===== src/rtl/shift_reg_sequencer_if.sv =====
// Command / completion bundle between a host and shift_reg_sequencer.
// The host side uses the master modport and the sequencer uses the slave modport.
interface shift_reg_sequencer_if #(
    parameter int N  = 8,
    parameter int CW = 4
);
    logic          cmd_valid;
    logic          cmd_ready;
    logic [2:0]    cmd_op;
    logic [CW-1:0] cmd_cnt;
    logic [N-1:0]  cmd_data;
    logic          cmd_sin;
    logic          busy;
    logic          done;
    logic          err;
    logic [N-1:0]  result;
    logic [N-1:0]  cap;

    modport master (
        output cmd_valid, cmd_op, cmd_cnt, cmd_data, cmd_sin,
        input  cmd_ready, busy, done, err, result, cap
    );

    modport slave (
        input  cmd_valid, cmd_op, cmd_cnt, cmd_data, cmd_sin,
        output cmd_ready, busy, done, err, result, cap
    );
endinterface


===== src/rtl/shift_reg_sequencer.sv =====
// Command sequencer driving one N-bit multi-function shift register and capturing its serial output.
// Optional feature macro: SEQ_ROTATE_EN (op 7 becomes rotate-left; otherwise op 7 is illegal).
module shift_reg_sequencer #(
    parameter int N  = 8,
    parameter int CW = 4
) (
    input  logic                   clk,
    input  logic                   clr,
    shift_reg_sequencer_if.slave   cmd,
    output logic [N-1:0]           reg_din,
    output logic                   reg_ld,
    output logic                   reg_clr,
    output logic                   reg_shift_l,
    output logic                   reg_shift_r,
    output logic                   reg_a_shift,
    output logic                   reg_shift_in,
    input  logic [N-1:0]           reg_dout,
    input  logic                   reg_shift_out
);
    localparam logic [2:0]    OP_CLR  = 3'd1;
    localparam logic [2:0]    OP_LOAD = 3'd2;
    localparam logic [2:0]    OP_SHL  = 3'd3;
    localparam logic [2:0]    OP_SHR  = 3'd4;
    localparam logic [2:0]    OP_ASR  = 3'd5;
    localparam logic [2:0]    OP_RSV  = 3'd6;
    localparam logic [2:0]    OP_ROL  = 3'd7;
    localparam logic [CW-1:0] CNT_ONE = {{(CW-1){1'b0}}, 1'b1};

    typedef enum logic [2:0] {
        S_IDLE  = 3'd0,
        S_EXEC  = 3'd1,
        S_SHIFT = 3'd2,
        S_FIN   = 3'd3,
        S_DONE  = 3'd4
    } state_t;

    state_t        state_r, state_nxt_s;
    logic [2:0]    op_r;
    logic [CW-1:0] cnt_r;
    logic [N-1:0]  data_r;
    logic          sin_r;
    logic [N-1:0]  cap_r;
    logic [N-1:0]  result_r;
    logic          err_r;
    logic          cap_en_r;

    function automatic logic op_is_shift(input logic [2:0] op);
        logic r;
        r = (op == OP_SHL) || (op == OP_SHR) || (op == OP_ASR);
`ifdef SEQ_ROTATE_EN
        r = r || (op == OP_ROL);
`endif
        return r;
    endfunction

    function automatic logic op_is_illegal(input logic [2:0] op);
`ifdef SEQ_ROTATE_EN
        return (op == OP_RSV);
`else
        return (op == OP_RSV) || (op == OP_ROL);
`endif
    endfunction

    // State register
    always_ff @(posedge clk) begin
        if (clr) state_r <= S_IDLE;
        else     state_r <= state_nxt_s;
    end

    // Next-state decode
    always_comb begin
        state_nxt_s = state_r;
        case (state_r)
            S_IDLE: begin
                if (cmd.cmd_valid) begin
                    if ((cmd.cmd_op == OP_CLR) || (cmd.cmd_op == OP_LOAD))
                        state_nxt_s = S_EXEC;
                    else if (op_is_shift(cmd.cmd_op) && (cmd.cmd_cnt != {CW{1'b0}}))
                        state_nxt_s = S_SHIFT;
                    else
                        state_nxt_s = S_FIN;
                end else begin
                    state_nxt_s = S_IDLE;
                end
            end
            S_EXEC:  state_nxt_s = S_FIN;
            S_SHIFT: begin
                if (cnt_r == CNT_ONE) state_nxt_s = S_FIN;
                else                  state_nxt_s = S_SHIFT;
            end
            S_FIN:   state_nxt_s = S_DONE;
            S_DONE:  state_nxt_s = S_IDLE;
            default: state_nxt_s = S_IDLE;
        endcase
    end

    // Output decode; reset forces a register clear alongside the controller
    always_comb begin
        reg_din       = {N{1'b0}};
        reg_ld        = 1'b0;
        reg_clr       = 1'b0;
        reg_shift_l   = 1'b0;
        reg_shift_r   = 1'b0;
        reg_a_shift   = 1'b0;
        reg_shift_in  = 1'b0;
        cmd.cmd_ready = 1'b0;
        cmd.busy      = 1'b0;
        cmd.done      = 1'b0;
        cmd.err       = 1'b0;
        if (clr) begin
            reg_clr = 1'b1;
        end else begin
            case (state_r)
                S_IDLE: cmd.cmd_ready = 1'b1;
                S_EXEC: begin
                    cmd.busy = 1'b1;
                    if (op_r == OP_CLR) begin
                        reg_clr = 1'b1;
                    end else begin
                        reg_ld  = 1'b1;
                        reg_din = data_r;
                    end
                end
                S_SHIFT: begin
                    cmd.busy = 1'b1;
                    case (op_r)
                        OP_SHL: begin reg_shift_l = 1'b1; reg_shift_in = sin_r; end
                        OP_SHR: begin reg_shift_r = 1'b1; reg_shift_in = sin_r; end
                        OP_ASR: begin reg_a_shift = 1'b1; reg_shift_in = sin_r; end
`ifdef SEQ_ROTATE_EN
                        OP_ROL: begin reg_shift_l = 1'b1; reg_shift_in = reg_dout[N-1]; end
`endif
                        default: reg_shift_in = 1'b0;
                    endcase
                end
                S_FIN: cmd.busy = 1'b1;
                S_DONE: begin
                    cmd.busy = 1'b1;
                    cmd.done = 1'b1;
                    cmd.err  = err_r;
                end
                default: cmd.busy = 1'b0;
            endcase
        end
    end

    // Command latch, shift counter, serial capture and result snapshot
    always_ff @(posedge clk) begin
        if (clr) begin
            op_r     <= 3'd0;
            cnt_r    <= {CW{1'b0}};
            data_r   <= {N{1'b0}};
            sin_r    <= 1'b0;
            cap_r    <= {N{1'b0}};
            result_r <= {N{1'b0}};
            err_r    <= 1'b0;
            cap_en_r <= 1'b0;
        end else begin
            // The register presents a shifted-out bit one cycle after the shift strobe
            cap_en_r <= (state_r == S_SHIFT);
            if (cap_en_r) begin
                if ((op_r == OP_SHL) || (op_r == OP_ROL))
                    cap_r <= {cap_r[N-2:0], reg_shift_out};
                else
                    cap_r <= {reg_shift_out, cap_r[N-1:1]};
            end
            case (state_r)
                S_IDLE: begin
                    if (cmd.cmd_valid) begin
                        op_r   <= cmd.cmd_op;
                        cnt_r  <= cmd.cmd_cnt;
                        data_r <= cmd.cmd_data;
                        sin_r  <= cmd.cmd_sin;
                        cap_r  <= {N{1'b0}};
                    end
                end
                S_SHIFT: cnt_r <= cnt_r - CNT_ONE;
                S_FIN: begin
                    result_r <= reg_dout;
                    err_r    <= op_is_illegal(op_r);
                end
                default: err_r <= err_r;
            endcase
        end
    end

    assign cmd.result = result_r;
    assign cmd.cap    = cap_r;
endmodule


===== src/flat_wrapper.sv =====
// flat-port wrapper written by rule: the top's interface ports become plain ports
module shift_reg_sequencer_flat 
#(
    parameter int N  = 8,
    parameter int CW = 4
)
  (clk, clr, reg_din, reg_ld, reg_clr, reg_shift_l, reg_shift_r, reg_a_shift, reg_shift_in, reg_dout, reg_shift_out, cmd_cmd_valid, cmd_cmd_op, cmd_cmd_cnt, cmd_cmd_data, cmd_cmd_sin, cmd_cmd_ready, cmd_busy, cmd_done, cmd_err, cmd_result, cmd_cap);
  shift_reg_sequencer_if #(.N(N), .CW(CW)) cmd_i ();
  input  logic clk;
  input  logic clr;
  output logic [N-1:0] reg_din;
  output logic reg_ld;
  output logic reg_clr;
  output logic reg_shift_l;
  output logic reg_shift_r;
  output logic reg_a_shift;
  output logic reg_shift_in;
  input  logic [N-1:0] reg_dout;
  input  logic reg_shift_out;
  input wire logic [$bits(cmd_i.cmd_valid)-1:0] cmd_cmd_valid;
  input wire logic [$bits(cmd_i.cmd_op)-1:0] cmd_cmd_op;
  input wire logic [$bits(cmd_i.cmd_cnt)-1:0] cmd_cmd_cnt;
  input wire logic [$bits(cmd_i.cmd_data)-1:0] cmd_cmd_data;
  input wire logic [$bits(cmd_i.cmd_sin)-1:0] cmd_cmd_sin;
  output wire logic [$bits(cmd_i.cmd_ready)-1:0] cmd_cmd_ready;
  output wire logic [$bits(cmd_i.busy)-1:0] cmd_busy;
  output wire logic [$bits(cmd_i.done)-1:0] cmd_done;
  output wire logic [$bits(cmd_i.err)-1:0] cmd_err;
  output wire logic [$bits(cmd_i.result)-1:0] cmd_result;
  output wire logic [$bits(cmd_i.cap)-1:0] cmd_cap;
  assign cmd_i.cmd_valid = cmd_cmd_valid;
  assign cmd_i.cmd_op = cmd_cmd_op;
  assign cmd_i.cmd_cnt = cmd_cmd_cnt;
  assign cmd_i.cmd_data = cmd_cmd_data;
  assign cmd_i.cmd_sin = cmd_cmd_sin;
  assign cmd_cmd_ready = cmd_i.cmd_ready;
  assign cmd_busy = cmd_i.busy;
  assign cmd_done = cmd_i.done;
  assign cmd_err = cmd_i.err;
  assign cmd_result = cmd_i.result;
  assign cmd_cap = cmd_i.cap;
  shift_reg_sequencer #(.N(N), .CW(CW)) u_core (.clk(clk), .clr(clr), .cmd(cmd_i), .reg_din(reg_din), .reg_ld(reg_ld), .reg_clr(reg_clr), .reg_shift_l(reg_shift_l), .reg_shift_r(reg_shift_r), .reg_a_shift(reg_a_shift), .reg_shift_in(reg_shift_in), .reg_dout(reg_dout), .reg_shift_out(reg_shift_out));
endmodule

===== config.mk =====
export PLATFORM = sky130hd
export DESIGN_NAME = shift_reg_sequencer_flat
export DESIGN_NICKNAME = d
export VERILOG_FILES = /design/src/rtl/shift_reg_sequencer_if.sv /design/src/rtl/shift_reg_sequencer.sv /design/src/flat_wrapper.sv
export SDC_FILE = /design/constraint.sdc
export NUM_CORES = 1
export LEC_CHECK = 0
export BUFFER_PORTS_ARGS = -buffer_cell sky130_fd_sc_hd__buf_2
export CAP_MARGIN = 25
export CORE_MARGIN = 2
export CORE_UTILIZATION = 53
export DETAILED_ROUTE_END_ITERATION = 8
export PLACE_DENSITY = 0.87
export SKIP_LAST_GASP = 1
export SLEW_MARGIN = 20
export SYNTH_ARGS = -nofsm -noshare
export SYNTH_HDL_FRONTEND = slang
export SYNTH_SLANG_ARGS = --single-unit

===== constraint.sdc =====
create_clock -name clk -period 3.35 [get_ports clk]
set_input_delay 0.67 -clock clk [delete_from_list [all_inputs] [get_ports clk]]
set_output_delay 0.67 -clock clk [all_outputs]
set_load 0.01 [all_outputs]

==> metrics <==
clock sink count 37; postcts setup bufs 0; R2R Setup Slk 1420 ps; Max Fanout on Critical Path 15; post-DR wirelength/cell 13.42 um; NumNets Final 296; die area 0.003750 mm2; RSZ-0062 raised after global routing no; synth warn 0; final std cells w/o fill 311; input/output buffers 61; max incr delay on CP 640 ps; Clock Latency Late Sink 340 ps; slowest CP cell dfxtp_1; Peak VDD IR 0.3247 mV; ANT cells 0; Worst-path clk slew 110 ps; Mapped Cells 212; Ports 62; fin crit share 0.8196; CP Data Required Time 2680 ps; CTS H-Tree Depth 2; Yosys cell types 38; Storage cell area 740.7 um2; # hold bufs at CTS 0; Leak 0.9813 nW; placed cell count 303; Placement Cell Area 0.002048 mm2; Vias/cell 5.386; synthesized flop and latch total 37; total CTS buffers 5; fillers 266; max-cap viol count 0; ANT nets after route 0; hold_sp u_core.data_r[1]$_SDFFE_PP0P_; Initial Util 0.5642; sequential area share after synthesis 0.4265; Finished Core Util 0.6931; CTS tree built; minimum clock period 2746 ps; WHS 458.0 ps; initial antenna violation count 0; Fin. Hold Viols 0; Area Growth Syn to Fin 22.84%; biggest area consumer among synthesized cells dfxtp_1; vias in the first global route 1494; Cell Area, Synth 0.001737 mm2; setup TNS 0 ps; Die Wd 61.24 um; Max Freq 364.2 MHz; post-cts sizing count 0; GR Overflow Total 0; Worst Hold Class reg2reg; DRT iter0 DRCs 76; skew final 7.125 ps; DRT Pass-1 Iters 4; vias post-DR 1675; gp weighted congestion 0.7862; drc violations 0; number of enable flip-flop cells after synthesis 0; DPL Wire Length 2861 um; crit path from u_core.op_r[1]$_SDFFE_PP0P_; first-pass GRT wire length 6596 um; Arrival @ worst endpoint 2080 ps; status finished, final reports clean; layout cells sized above 1 0.2846; Most used DFF post-synth dfxtp_1; post-synth top area share 0.4265; Finish-stage setup viols 0; Max Slew Vio Count 0; Tightest Pin Transition 661.7 ps; Synthesized Nets 242; die span in y 61.24 um; CP Class reg2out; GRT Total Usage 0.2380; slew margin rel. 0.5552; footprint of the multi-input gates 913.4 um2; asr flop ratio synth 0; Crit. End Element primary output; startpoint class of the critical path register; design area 0.002133 mm2; clock root cell clkbuf_4; Critical R2R Launch u_core.state_r[2]$_SDFF_PP0_; CP Cell Sequence nor3b_1, nor4_2, and2_1, buf_2; largest net degree at the start of global routing 37; Std-Cell Rows 20; CTS max path bufs 2; largest cells by area after synthesis dfxtp_1, nand2_1, mux2i_1; Pwr Density 621.4 mW/mm2; Placeable Area 0.003078 mm2; Mean Syn Cell Area 8.192 um2; DRT Wirelength 4175 um; worst path bufs/invs 1; CP top delay family simple AND/OR/NAND/NOR gates
kinds of logic after synthesis:
group | after synthesis | synth area share
AND/OR/NAND/NOR | 102 | 0.2983
AO/OA/AOI/OAI | 38 | 0.1463
flip-flops | 37 | 0.4265
buffers and inverters | 21 | 0.04755
multiplexers | 9 | 0.05188
XOR/XNOR | 3 | 0.01513
adder cells (fa/ha/maj) | 2 | 0.01441
placed cells by master (no fill, tap or decap), types with 3 or more instances in the layout:
cell type  count
a21oi_1       17
a311oi_1       9
and2_1         9
buf_2         61
clkbuf_4       5
dfxtp_1       37
inv_1          5
mux2i_1        9
nand2_1       38
nand2b_1       3
nand3_1        8
nor2_1        23
nor4_1         4
synth_stat cells, types with 2 or more instances:
cell type / n
o21ai_0: 2
a311oi_1: 9
nor4_2: 2
inv_1: 5
nand3_1: 8
nand2_1: 38
buf_2: 3
nor4_1: 4
clkbuf_1: 10
a21oi_1: 17
nor4bb_1: 2
buf_1: 3
a21o_1: 2
xnor2_1: 2
nand2b_1: 3
and2_1: 9
or2_2: 2
a32oi_1: 2
nor2_1: 23
nor3b_1: 2
dfxtp_1: 37
nand3b_1: 2
ha_1: 2
mux2i_1: 9
state kept, by name, indices dropped and copies added, names as in the netlist:
signal,cells
u_core.op_r,3
u_core.cnt_r,4
u_core.cmd.cap,8
u_core.sin_r,1
u_core.cmd.result,8
u_core.data_r,8
u_core.err_r,1
u_core.cap_en_r,1
u_core.state_r,3
where the power goes:
| group | total (W) | switching [W] | internal, W |
|---|---|---|---|
| logic | 0.000377 | 0.000210 | 0.000167 |
| registers | 0.000622 | 0.000109 | 0.000513 |
| clock network | 0.000326 | 0.000148 | 0.000178 |
worst min-delay path, stage by stage (launching register included):
cell and delay (ps):
dfxtp_1 320, nand2_1 50, a21oi_1 50
metal layers:
metal / vias up / wire [um] / GRT usage / share of wire
met4: 0 / 19 / 0.07453 / 0.0046
met2: 65 / 2046 / 0.3906 / 0.49
met5: - / 0 / 0 / 0
li1: 840 / - / - / -
met3: 2 / 338 / 0.06723 / 0.081
met1: 768 / 1771 / 0.3034 / 0.42
metrics by stage:
stage                     worst slack [ps]   power, W
final                                604.2   0.001326
after detailed placement             921.1   0.001001
after global routing                 390.2   0.001415
after global placement               921.5  0.0009885
after floorplan                       1020  0.0008875
after CTS                            582.7   0.001324
path summary, 6_finish.rpt:
check,to,cells past startpoint
worst max-delay path,reg_din[4],4
worst min-delay path,u_core.data_r[1]$_SDFFE_PP0P_,2
worst max register to register,u_core.state_r[0]$_SDFF_PP0_,3
worst min register to register,u_core.data_r[1]$_SDFFE_PP0P_,2
area by class of cell:
class | count | share of cell area
clock buffers | 7 | 0.02581
clock inverters | 1 | 0.01408
inverters | 5 | 0.008798
multi-input cells | 154 | 0.4282
flip-flops and latches | 37 | 0.3472
well taps | 44 | 0.02581
repair buffers | 63 | 0.1501
(Power assumes the default switching activity.)
